[config.mk]
export PLATFORM = sky130hd
export DESIGN_NAME = leo_sprite_fetch
export DESIGN_NICKNAME = d
export VERILOG_FILES = /design/src/rtl/leo_sprite_fetch.sv
export SDC_FILE = /design/constraint.sdc
export NUM_CORES = 1
export LEC_CHECK = 0
export CAP_MARGIN = 20
export CORE_MARGIN = 2
export CORE_UTILIZATION = 48
export DETAILED_ROUTE_END_ITERATION = 8
export GPL_TIMING_DRIVEN = 1
export PLACE_DENSITY_LB_ADDON = 0.2
export REMOVE_ABC_BUFFERS = 1
export SETUP_SLACK_MARGIN = 0.02
export SYNTH_ARGS = -nofsm -noshare
export SYNTH_HDL_FRONTEND = slang
export SYNTH_SLANG_ARGS = --single-unit
[constraint.sdc]
create_clock -name Clk -period 3.9 [get_ports Clk]
set_input_delay 0.78 -clock Clk [delete_from_list [all_inputs] [get_ports Clk]]
set_output_delay 0.78 -clock Clk [all_outputs]
set_load 0.05 [all_outputs]
[src/rtl/leo_sprite_fetch.sv]
// leo_sprite_fetch: turns VGA draw coordinates plus Leo's position and
// animation state into a sprite-sheet ROM address, then pipelines the
// returned colour index to the palette stage with a sprite_on qualifier.
// Fixed 3-Clk latency from DrawX/DrawY to palette_index/sprite_on.
//
// Ports:
//   Clk, Reset            pixel clock, synchronous active-high reset
//   DrawX, DrawY          current VGA column/row
//   SpriteX, SpriteY      Leo top-left column/row
//   moving, jumping       motion requests (jumping has priority)
//   facing_left           direction, latched at frame tick (flip build only)
//   vsync                 rising edge = frame tick
//   rom_addr              sprite-sheet ROM address (registered)
//   rom_data              ROM read data, valid 1 Clk after rom_addr
//   palette_index         colour index to palette lookup (registered)
//   sprite_on             1 = opaque Leo pixel (registered)
//   anim_state            00 STAND, 01 WALK, 10 JUMP
//
// Build option: define LEO_SPRITE_FLIP_EN to mirror the sprite horizontally
// while the latched facing_left is set.

module leo_sprite_fetch #(
    parameter int unsigned SPRITE_W        = 32,
    parameter int unsigned SPRITE_H        = 32,
    parameter int unsigned WALK_FRAMES     = 2,
    parameter int unsigned FRAMES_PER_STEP = 8,
    parameter int unsigned ADDR_W          = 12
) (
    input  logic              Clk,
    input  logic              Reset,
    input  logic [9:0]        DrawX,
    input  logic [9:0]        DrawY,
    input  logic [9:0]        SpriteX,
    input  logic [9:0]        SpriteY,
    input  logic              moving,
    input  logic              jumping,
    input  logic              facing_left,
    input  logic              vsync,
    output logic [ADDR_W-1:0] rom_addr,
    input  logic [3:0]        rom_data,
    output logic [3:0]        palette_index,
    output logic              sprite_on,
    output logic [1:0]        anim_state
);

    localparam int unsigned COL_W  = $clog2(SPRITE_W);
    localparam int unsigned ROW_W  = $clog2(SPRITE_H);
    localparam int unsigned FSEL_W = $clog2(WALK_FRAMES + 2);
    localparam int unsigned WF_W   = (WALK_FRAMES > 1) ? $clog2(WALK_FRAMES) : 1;
    localparam int unsigned STEP_W = (FRAMES_PER_STEP > 1) ? $clog2(FRAMES_PER_STEP) : 1;

    typedef enum logic [1:0] {
        ST_STAND = 2'b00,
        ST_WALK  = 2'b01,
        ST_JUMP  = 2'b10
    } anim_e;

    anim_e             state_q;
    logic [WF_W-1:0]   walk_frame_q;
    logic [STEP_W-1:0] step_q;
    logic              vsync_prev_q;
    logic              hit_d1_q;
    logic              hit_d2_q;
    logic [ADDR_W-1:0] rom_addr_q;
    logic [3:0]        palette_index_q;
    logic              sprite_on_q;

    logic              tick;
    logic              hit;
    logic [10:0]       dx, dy, sx, sy, sx_end, sy_end;
    logic [9:0]        col_full, row_full;
    logic [COL_W-1:0]  col;
    logic [COL_W-1:0]  col_eff;
    logic [ROW_W-1:0]  row;
    logic [FSEL_W-1:0] frame_sel;
    logic [ADDR_W-1:0] rom_addr_d;

    assign tick = vsync & ~vsync_prev_q;

    // Bounding-box test in 11 bits so SpriteX/Y + size never wraps.
    always_comb begin
        dx     = {1'b0, DrawX};
        dy     = {1'b0, DrawY};
        sx     = {1'b0, SpriteX};
        sy     = {1'b0, SpriteY};
        sx_end = sx + 11'(SPRITE_W);
        sy_end = sy + 11'(SPRITE_H);
        hit    = (dx >= sx) && (dx < sx_end) && (dy >= sy) && (dy < sy_end);
    end

    assign col_full = DrawX - SpriteX;
    assign row_full = DrawY - SpriteY;
    assign col      = col_full[COL_W-1:0];
    assign row      = row_full[ROW_W-1:0];

`ifdef LEO_SPRITE_FLIP_EN
    logic facing_q;

    // Facing direction is only taken at frame ticks to avoid mid-frame tearing.
    always_ff @(posedge Clk) begin
        if (Reset) begin
            facing_q <= 1'b0;
        end else if (tick) begin
            facing_q <= facing_left;
        end
    end

    assign col_eff = facing_q ? (COL_W'(SPRITE_W - 1) - col) : col;
`else
    logic unused_facing;
    assign unused_facing = facing_left;
    assign col_eff       = col;
`endif

    // Sheet order: stand, walk frames, jump.
    always_comb begin
        frame_sel = '0;
        case (state_q)
            ST_WALK: frame_sel = FSEL_W'(1) + FSEL_W'(walk_frame_q);
            ST_JUMP: frame_sel = FSEL_W'(WALK_FRAMES + 1);
            default: frame_sel = '0;
        endcase
    end

    // Power-of-2 sprite size: frame*W*H + row*W + col is a plain concatenation.
    assign rom_addr_d = hit ? ADDR_W'({frame_sel, row, col_eff}) : '0;

    // Animation FSM and walk sequencing, advanced only on frame ticks.
    always_ff @(posedge Clk) begin
        if (Reset) begin
            state_q      <= ST_STAND;
            walk_frame_q <= '0;
            step_q       <= '0;
        end else if (tick) begin
            if (jumping) begin
                state_q <= ST_JUMP;
            end else if (moving) begin
                state_q <= ST_WALK;
                if (state_q != ST_WALK) begin
                    walk_frame_q <= '0;
                    step_q       <= '0;
                end else if (step_q == STEP_W'(FRAMES_PER_STEP - 1)) begin
                    step_q <= '0;
                    if (walk_frame_q == WF_W'(WALK_FRAMES - 1)) begin
                        walk_frame_q <= '0;
                    end else begin
                        walk_frame_q <= walk_frame_q + WF_W'(1);
                    end
                end else begin
                    step_q <= step_q + STEP_W'(1);
                end
            end else begin
                state_q <= ST_STAND;
            end
        end
    end

    // Address / ROM / palette pipeline; reset flushes every stage.
    always_ff @(posedge Clk) begin
        if (Reset) begin
            vsync_prev_q    <= 1'b0;
            rom_addr_q      <= '0;
            hit_d1_q        <= 1'b0;
            hit_d2_q        <= 1'b0;
            palette_index_q <= 4'd0;
            sprite_on_q     <= 1'b0;
        end else begin
            vsync_prev_q    <= vsync;
            rom_addr_q      <= rom_addr_d;
            hit_d1_q        <= hit;
            hit_d2_q        <= hit_d1_q;
            palette_index_q <= hit_d2_q ? rom_data : 4'd0;
            sprite_on_q     <= hit_d2_q && (rom_data != 4'd0);
        end
    end

    assign rom_addr      = rom_addr_q;
    assign palette_index = palette_index_q;
    assign sprite_on     = sprite_on_q;
    assign anim_state    = state_q;

endmodule
* Word-level counts from Yosys, hierarchy flattened
Index checks and enable logic that the tools add are counted.
** Word-level totals
- Register bits :: 26
- Input port bits :: 50
** Operators by class
- Add/sub/neg operators :: 7
- Order comparisons :: 4
- Eq/ne operators :: 4
- Mux-type cells :: 8
- Bitwise gates (word level) :: 5
- Reduce and logical (&&, ||, !) cells :: 10
** Operators with widths (count)
- $add A10 B6 Y11 const B :: 2
- $lt A10 B11 Y1 :: 2
- $ge A10 B10 Y1 :: 2
- $sub A5 B5 Y5 :: 2
- $mux W3 :: 2
- $logic_and A1 B1 Y1 :: 4
- $mux W1 :: 4
- $not A1 Y1 :: 4
- $pmux W2 S2 :: 1
- $reduce_and A4 Y1 :: 1
- $reduce_bool A4 Y1 :: 1
- $reduce_or A2 Y1 :: 2
- $add A3 B1 Y3 const B :: 1
- $eq A3 B3 Y1 const B :: 1
- $reduce_and A3 Y1 :: 1
- $add A1 B1 Y2 const A :: 1
- $eq A2 B1 Y1 const B :: 1
- $eq A2 B2 Y1 const B :: 1
- $mux W2 :: 1
- $ne A2 B1 Y1 const B :: 1
- $reduce_bool A2 Y1 :: 1
- $add A1 B1 Y1 const B :: 1
- $and A1 B1 Y1 :: 1

* Longest topological paths before layout
Gate-level depths: netlist of the first run.
- Depth after elaboration :: 7
- Gate-level depth with buffers :: 11
- Depth with buffers taken out :: 11

* Worst setup path after synthesis of the first run
Ideal clock, no wire load.
- Path type :: input to register
- Start point :: input DrawY[0]
- End point :: register rom_addr_q[10], in the netlist rom_addr[10]
- Setup time :: 73 ps
- Data arrival time :: 2432 ps
- Setup slack :: 1395 ps
- Stages :: 10
- Buffers on the path :: 1
- Cell sequence :: inv_1 > ha_1 > fa_1 > nand2b_1 > a21oi_1 > a41oi_1 > a31oi_1 > nand3_2 > buf_6 > nor3_4
** Between the ends
- Cells in the longest elaborated chain, start to end :: 5
- Elaborated cells between the ends (all ways) :: 6
- Classes of those cells :: order compare: 2; bitwise: 1; reduce/logical: 3
** Ends and longest elaborated chain
- start: declaration :: RTL line 32 : input logic [9:0] DrawY,
- $ge A10 B10 Y1 :: RTL line 88 : hit = (dx >= sx) && (dx < sx_end) && (dy >= sy) && (dy < sy_end);
- $logic_and A1 B1 Y1 :: RTL line 88
- $logic_and A1 B1 Y1 (*) :: RTL line 88
- $not A1 Y1 (no source line) (*)
- $reduce_or A2 Y1 (no source line) (*)
- end signal: assignment :: RTL line 169 : rom_addr_q <= rom_addr_d;
- end: declaration :: RTL line 64 : logic [ADDR_W-1:0] rom_addr_q;
Every way passes the cells marked *; elsewhere a longest branch is shown, timed or not.
A chain may end at the register's enable or synchronous reset.

* Worst setup path in the final report of the first run
- Start point :: input SpriteY[5]
- End point :: register rom_addr_q[3], in the netlist rom_addr[3]
** Between the ends
- Cells in the longest elaborated chain, start to end :: 5
- Elaborated cells between the ends (all ways) :: 7
- Classes of those cells :: add/sub: 1; order compare: 2; bitwise: 1; reduce/logical: 3
** Ends and longest elaborated chain
- start: declaration :: RTL line 34 : input logic [9:0] SpriteY,
- $add A10 B6 Y11 / $ge A10 B10 Y1 (equally long branches) :: RTL line 87, 88
- $lt A10 B11 Y1 / $logic_and A1 B1 Y1 (equally long branches) :: RTL line 88
- $logic_and A1 B1 Y1 (*) :: RTL line 88
- $not A1 Y1 (no source line) (*)
- $reduce_or A2 Y1 (no source line) (*)
Marked as above.

==> run_results.csv, run 1 <==
group,metric,value,unit
grt,antenna_found_initial,0,
layout,final_nets,372,
critical_path,cp_max_fo,12,
floorplan,coreArea,3720,µm²
cts,clk_latency,0.27,ns
drt,drt_wl_total,4010,µm
power_and_ir_drop,cellPowerDensity,264,nW/µm²
worst_hold_path,hold_depth,1,
yosys,ys_types,43,
critical_path,reg2regPathDepth,7,
yosys,netlist_area,1880,µm²
power_and_ir_drop,leakagePower,1.17,nW
sta,slew_headroom,65.6,%
worst_hold_path,hold_class,"flip-flop to flip-flop",
sta,finalSetupTns,0,ns
layout,syn_to_final_growth,41.8,%
yosys,synth_edf_count,0,
placement,gp_congestion,0.836,
drt,drtPass1Iterations,4,
drt,wl_per_cell,12.1,µm
layout,mostFrequentLayoutCells,"clkdlybuf4s50_1 (67), ha_1 (36), inv_1 (28)",
cts,cts.sinks,26,
cts,clkTransAtPathRegs,0.09,ns
layout,final_cell_count_no_fill,331,
yosys,avgSynthCellArea,8.79,µm²
placement,dp.cells,327,
worst_hold_path,worstHoldStart,"hit_d1_q",
critical_path,crit_type,"primary input to flip-flop",
critical_path,crit_path_cell_trace,"clkdlybuf4s50_1 -> ha_1 -> nand3_1 -> xnor2_1 -> ha_1 -> a21oi_1 -> a32o_1 -> o221ai_1 -> a31oi_1 -> nand3_2 -> a211oi_1",
layout,final_common_cell,"clkdlybuf4s50_1",
cts,cts_buffers,3,
sta,clock_skew,0.00213,ns
floorplan,rows,22,
sta,finalSetupViolations,0,
floorplan,initial_core_util,50.6,%
yosys,synth_area_leaders,"dfxtp_1 (28%), ha_1 (24%), inv_1 (5.6%)",
run_status,status,"finished clean",
drt,final_antenna_net_count,0,
sta,slew_violations,0,
critical_path,cp_slowest_cell,"clkdlybuf4s50_1",
drt,vias,1703,
critical_path,r2r_setup_slack,2.59,ns
floorplan,dieArea,4440,µm²
critical_path,required,4.09,ns
cts,cts_tree,"done",
sta,fin_crit,3.11,ns
layout,diodes,0,
grt,track_usage,19.6,%
sta,maxClockFrequency,322,MHz
critical_path,crit_top_cell,"ha_1",
grt,overflow,0,
flow_run,maxCapViolCount,0,
yosys,synthCells,214,
cts,cts_buffer_depth,2,
floorplan,die_h,66.6,µm
yosys,synth.yosys.warnings,0,
cts,holdBufCountCts,0,
floorplan,fp.dieW,66.6,µm
drt,routed_via_density,5.15,
critical_path,startpoint_type,"primary input",
layout,n_fill_cell,317,
power_and_ir_drop,p_total,0.703,mW
placement,hpwl,3380,µm
grt,grt_max_degree,16,
critical_path,rr_endpoint,"step_q[0]",
layout,fin_util,71.8,%
critical_path,crit_arrival,3.29,ns
critical_path,startpoint,"SpriteY[5]",
yosys,synth_seq_cells,26,
yosys,yosysSeqAreaShare,27.7,%
cts,cts_setup_buffers,0,
sta,finalHoldViolCount,0,
sta,rsz0062_at_grt,"no",
placement,post-place-ws,0.468,ns
floorplan,io_pins,69,
yosys,yosys.area.top_type,"dfxtp_1",
grt,first_global_vias,1625,
layout,drive_gt1_share,3.89,%
worst_hold_path,hold_end,"hit_d2_q",
grt,grt_pass1_wl,6730,µm
cts,cts_max_level,1,
power_and_ir_drop,ir_drop,0.185,mV
sta,fin_crit_sh,79.6,%
critical_path,endpoint_kind,"flip-flop",
sta,tightestPinTransition,0.514,ns
cts,cts-root-buf,"clkbuf_8",
drt,drt_iter0_markers,49,
critical_path,r2r_start,"step_q[0]",
critical_path,worst_path_largest_cell_delay,0.54,ns
yosys,netlist.area_leader.share,27.7,%
yosys,async_flop_share,0,%
sta,layout_setup_ws,0.795,ns
yosys,ys.flop_type,"dfxtp_1",
placement,io_buffers,67,
cts,ctsResizeCount,0,
drt,route.detailed.drc,0,
-- Yosys cell counts (all sizes together) (2+ instances only) --
master,count
a2111oi,2
a211oi,5
a21o,3
a21oi,16
and2,5
dfxtp,26
fa,2
ha,36
inv,28
nand2,7
nand2b,2
nand3,12
nand3b,2
nand4,2
nor2,18
nor2b,9
nor3,4
o211ai,2
o21ai,8
xnor2,8
-- cell type report --
class	count	area [µm²]	share of cell area [%]
inverters	28	105	3.94
multi-input cells	158	1240	46.5
well taps	48	60.1	2.25
clock buffers	3	41.3	1.55
clock inverters	1	30.0	1.13
repair buffers	67	671	25.1
flip-flops and latches	26	520	19.5
-- routing by layer --
| layer | share of wire [%] | wire [µm] | global-route usage (%) | vias to the layer above |
|---|---|---|---|---|
| met4 | 1.2 | 48 | 6.12 | 0 |
| met3 | 3.9 | 157 | 2.03 | 5 |
| li1 | - | - | - | 890 |
| met5 | 0 | 0 | 0 | - |
| met2 | 51 | 2060 | 37.0 | 49 |
| met1 | 44 | 1750 | 22.9 | 759 |
-- registers in the layout, summed over array words and instances, names as in the netlist --
name	flops
hit_d1_q	1
palette_index	4
hit_d2_q	1
step_q	3
anim_state	2
vsync_prev_q	1
walk_frame_q	1
sprite_on	1
rom_addr	12
-- worst max path at each step --
stage                   to  slack (ns)  cells after the start
6_report       rom_addr[3]        0.79                     11
3_3_place_gp   rom_addr[3]        0.54                     11
3_5_place_dp   rom_addr[3]        0.47                     10
5_1_grt        rom_addr[3]        0.62                     11
2_1_floorplan  rom_addr[3]        1.30                      9
4_1_cts        rom_addr[3]        0.74                     10
-- critical path: cells and delay by family --
kind                       cells  cell delay (ns)
AOI/OAI and AO/OA              5             0.92
adders and majority gates      2             0.52
and+or+nand+nor                2             0.40
xor gates and xnor gates       1             0.14
buffers and inverters          1             0.54
-- cell families (layout without fill, tap and decap cells) --
logic type	after synthesis	count (layout)	synth area share, %
flip-flops	26	26	27.7
adder cells (fa/ha/maj)	38	38	26.1
buffers and inverters	30	99	6.38
AO/OA/AOI/OAI	47	47	17.0
XOR/XNOR	9	9	4.19
AND/OR/NAND/NOR	64	64	18.7
-- stage by stage --
step	cell area, µm²	hold WS (ns)
final	2670	0.449
after global routing	2670	0.478
after CTS	2670	0.455
after detailed placement	2600	0.433
after global placement	2600	0.423
after floorplan	1870	0.414
-- power breakdown --
part           switching (mW)  internal, mW  total [mW]
registers             0.00156         0.269       0.271
clock network          0.0844         0.137       0.222
logic                   0.101         0.109       0.211
total                   0.187         0.516       0.703
Power figures use the tool's default switching activity.
==> run 2: changes to the inputs <==
CORE_UTILIZATION = 45   (was 48)
clock period = 2.9 ns   (was 3.9 ns; I/O delays follow)
==> run 2 against run 1 <==
Cell area is 2.3% higher. Sequential power grew 35%. Highest routed layer unchanged. Register-to-register slack got worse by 0.99 ns. Total power up 26%. Hold slack lost 0.0041 ns. Sequential share of layout area fell by 0.44 points. Worst setup slack lost 0.59 ns. Non-clock buffer count is 10 higher. Critical path depth unchanged. Largest cell class unchanged. Combinational power up 38%. Critical path type unchanged. Utilization is 3.6 points lower. Flip-flop and latch count stayed put.
==> run_results.csv, run 2 (synthesized netlist as in run 1, its figures left out) <==
group,metric,value,unit
power_and_ir_drop,cellPowerDensity,324,nW/µm²
grt,track_usage,17.9,%
critical_path,startpoint_type,"primary input",
grt,first_global_vias,1628,
grt,gr-usage-met1,20.9,%
cts,cts_setup_buffers,0,
sta,layout_setup_ws,0.204,ns
critical_path,worst_path_largest_cell_delay,0.52,ns
sta,fin_crit,2.70,ns
layout,diodes,0,
cts,cts-root-buf,"clkbuf_8",
placement,gp_congestion,0.817,
critical_path,r2r_start,"step_q[0]",
critical_path,cp_slowest_cell,"clkdlybuf4s50_1",
worst_hold_path,worstHoldStart,"hit_d1_q",
layout,fin_util,68.3,%
cts,cts_buffers,3,
drt,drtPass1Iterations,2,
power_and_ir_drop,ir_drop,0.202,mV
sta,fin_crit_sh,93.0,%
critical_path,crit_type,"primary input to flip-flop",
sta,finalHoldViolCount,0,
critical_path,crit_top_cell,"ha_1",
critical_path,endpoint_kind,"flip-flop",
layout,mostFrequentLayoutCells,"clkdlybuf4s50_1 (67), ha_1 (36), inv_1 (28)",
placement,hpwl,3490,µm
cts,cts.sinks,26,
sta,finalSetupViolations,0,
cts,cts_max_level,1,
critical_path,cp_max_fo,7,
grt,overflow,0,
critical_path,reg2regPathDepth,7,
drt,route.detailed.drc,0,
sta,slew_violations,0,
sta,maxClockFrequency,371,MHz
floorplan,coreArea,4000,µm²
power_and_ir_drop,leakagePower,1.21,nW
layout,final_nets,382,
drt,drt_iter0_markers,43,
cts,ctsResizeCount,0,
cts,holdBufCountCts,0,
sta,tightestPinTransition,0.499,ns
layout,final_common_cell,"clkdlybuf4s50_1",
grt,grt_pass1_wl,6550,µm
drt,wl_per_cell,11.7,µm
critical_path,crit_buf_inv,2,
floorplan,initial_core_util,47.0,%
worst_hold_path,hold_class,"flip-flop to flip-flop",
power_and_ir_drop,p_total,0.884,mW
worst_hold_path,hold_end,"hit_d2_q",
floorplan,fp.dieW,68.7,µm
run_status,status,"finished clean",
critical_path,cp_top_family,"buffers and inverters",
grt,grt_max_degree,15,
cts,cts_buffer_depth,2,
grt,gr-max-usage-layer,"met2",
critical_path,crit_arrival,2.89,ns
floorplan,die_h,68.7,µm
grt,grtUsageMet2,35.2,%
worst_hold_path,hold_depth,1,
placement,post-place-ws,-0.109,ns
flow_run,maxCapViolCount,0,
cts,clk_latency,0.27,ns
critical_path,rr_endpoint,"step_q[0]",
layout,largest_reg_flops,12,
sta,slew_headroom,65.9,%
sta,clock_skew,0.00401,ns
drt,vias,1747,
critical_path,r2r_setup_slack,1.60,ns
layout,syn_to_final_growth,45.1,%
sta,finalSetupTns,0,ns
placement,io_buffers,67,
cts,cts_tree,"done",
floorplan,rows,23,
sta,rsz0062_at_grt,"no",
critical_path,crit_path_cell_trace,"clkdlybuf4s50_1 -> ha_1 -> nand3_1 -> xnor2_1 -> ha_1 -> a211oi_1 -> o221ai_1 -> a31oi_1 -> nand3_2 -> buf_4 -> nor3_2",
grt,antenna_found_initial,0,
drt,routed_via_density,5.09,
layout,drive_gt1_share,7.17,%
floorplan,io_pins,69,
critical_path,required,3.10,ns
drt,final_antenna_net_count,0,
grt,met3_usage,1.46,%
floorplan,dieArea,4710,µm²
cts,clkTransAtPathRegs,0.09,ns
drt,drt_wl_total,4030,µm
==> run 2: cell types whose count changed in the layout (fill, tap and decap cells not counted) <==
cell,delta
bufinv_16,-1
buf_4,+10
clkbuf_8,+1
==> run 2: stage by stage <==
stage | hold WS, ns | area [µm²] | std cells
after floorplan | 0.414 | 1870 | 212
after global placement | 0.422 | 2680 | 339
after detailed placement | 0.426 | 2680 | 339
after CTS | 0.447 | 2730 | 343
after global routing | 0.470 | 2730 | 343
final | 0.445 | 2730 | 343
==> run 2: power breakdown <==
part           leakage, nW  total (mW)  internal (mW)  switching (mW)
Clock               0.0288       0.228          0.121           0.106
Sequential           0.210       0.365          0.362         0.00248
Combinational        0.968       0.292          0.155           0.137
==> run 2: layout make-up <==
type,count,area (µm²)
tap,50,62.6
inverter,28,105
multi-input combinational,158,1240
sequential,26,520
timing repair buffer,77,746
clock buffer,4,55.1
fill,362,1270
==> run 2: worst max path at each step <==
stage	endpoint	cells past startpoint	slack (ns)	start
global route	rom_addr[1]	13	0.04	SpriteY[6]
floorplan	rom_addr[3]	9	0.50	DrawY[0]
global placement	rom_addr[10]	12	-0.04	SpriteY[5]
finish	rom_addr[11]	11	0.20	SpriteX[6]
detailed placement	rom_addr[1]	12	-0.11	SpriteX[6]
CTS	rom_addr[11]	11	0.17	SpriteX[6]
==> run 2: routing by layer <==
layer	share of wire (%)	wire [µm]
met4	0.30	12
met3	3.9	157
met1	43	1750
met2	52	2110
met5	0	0
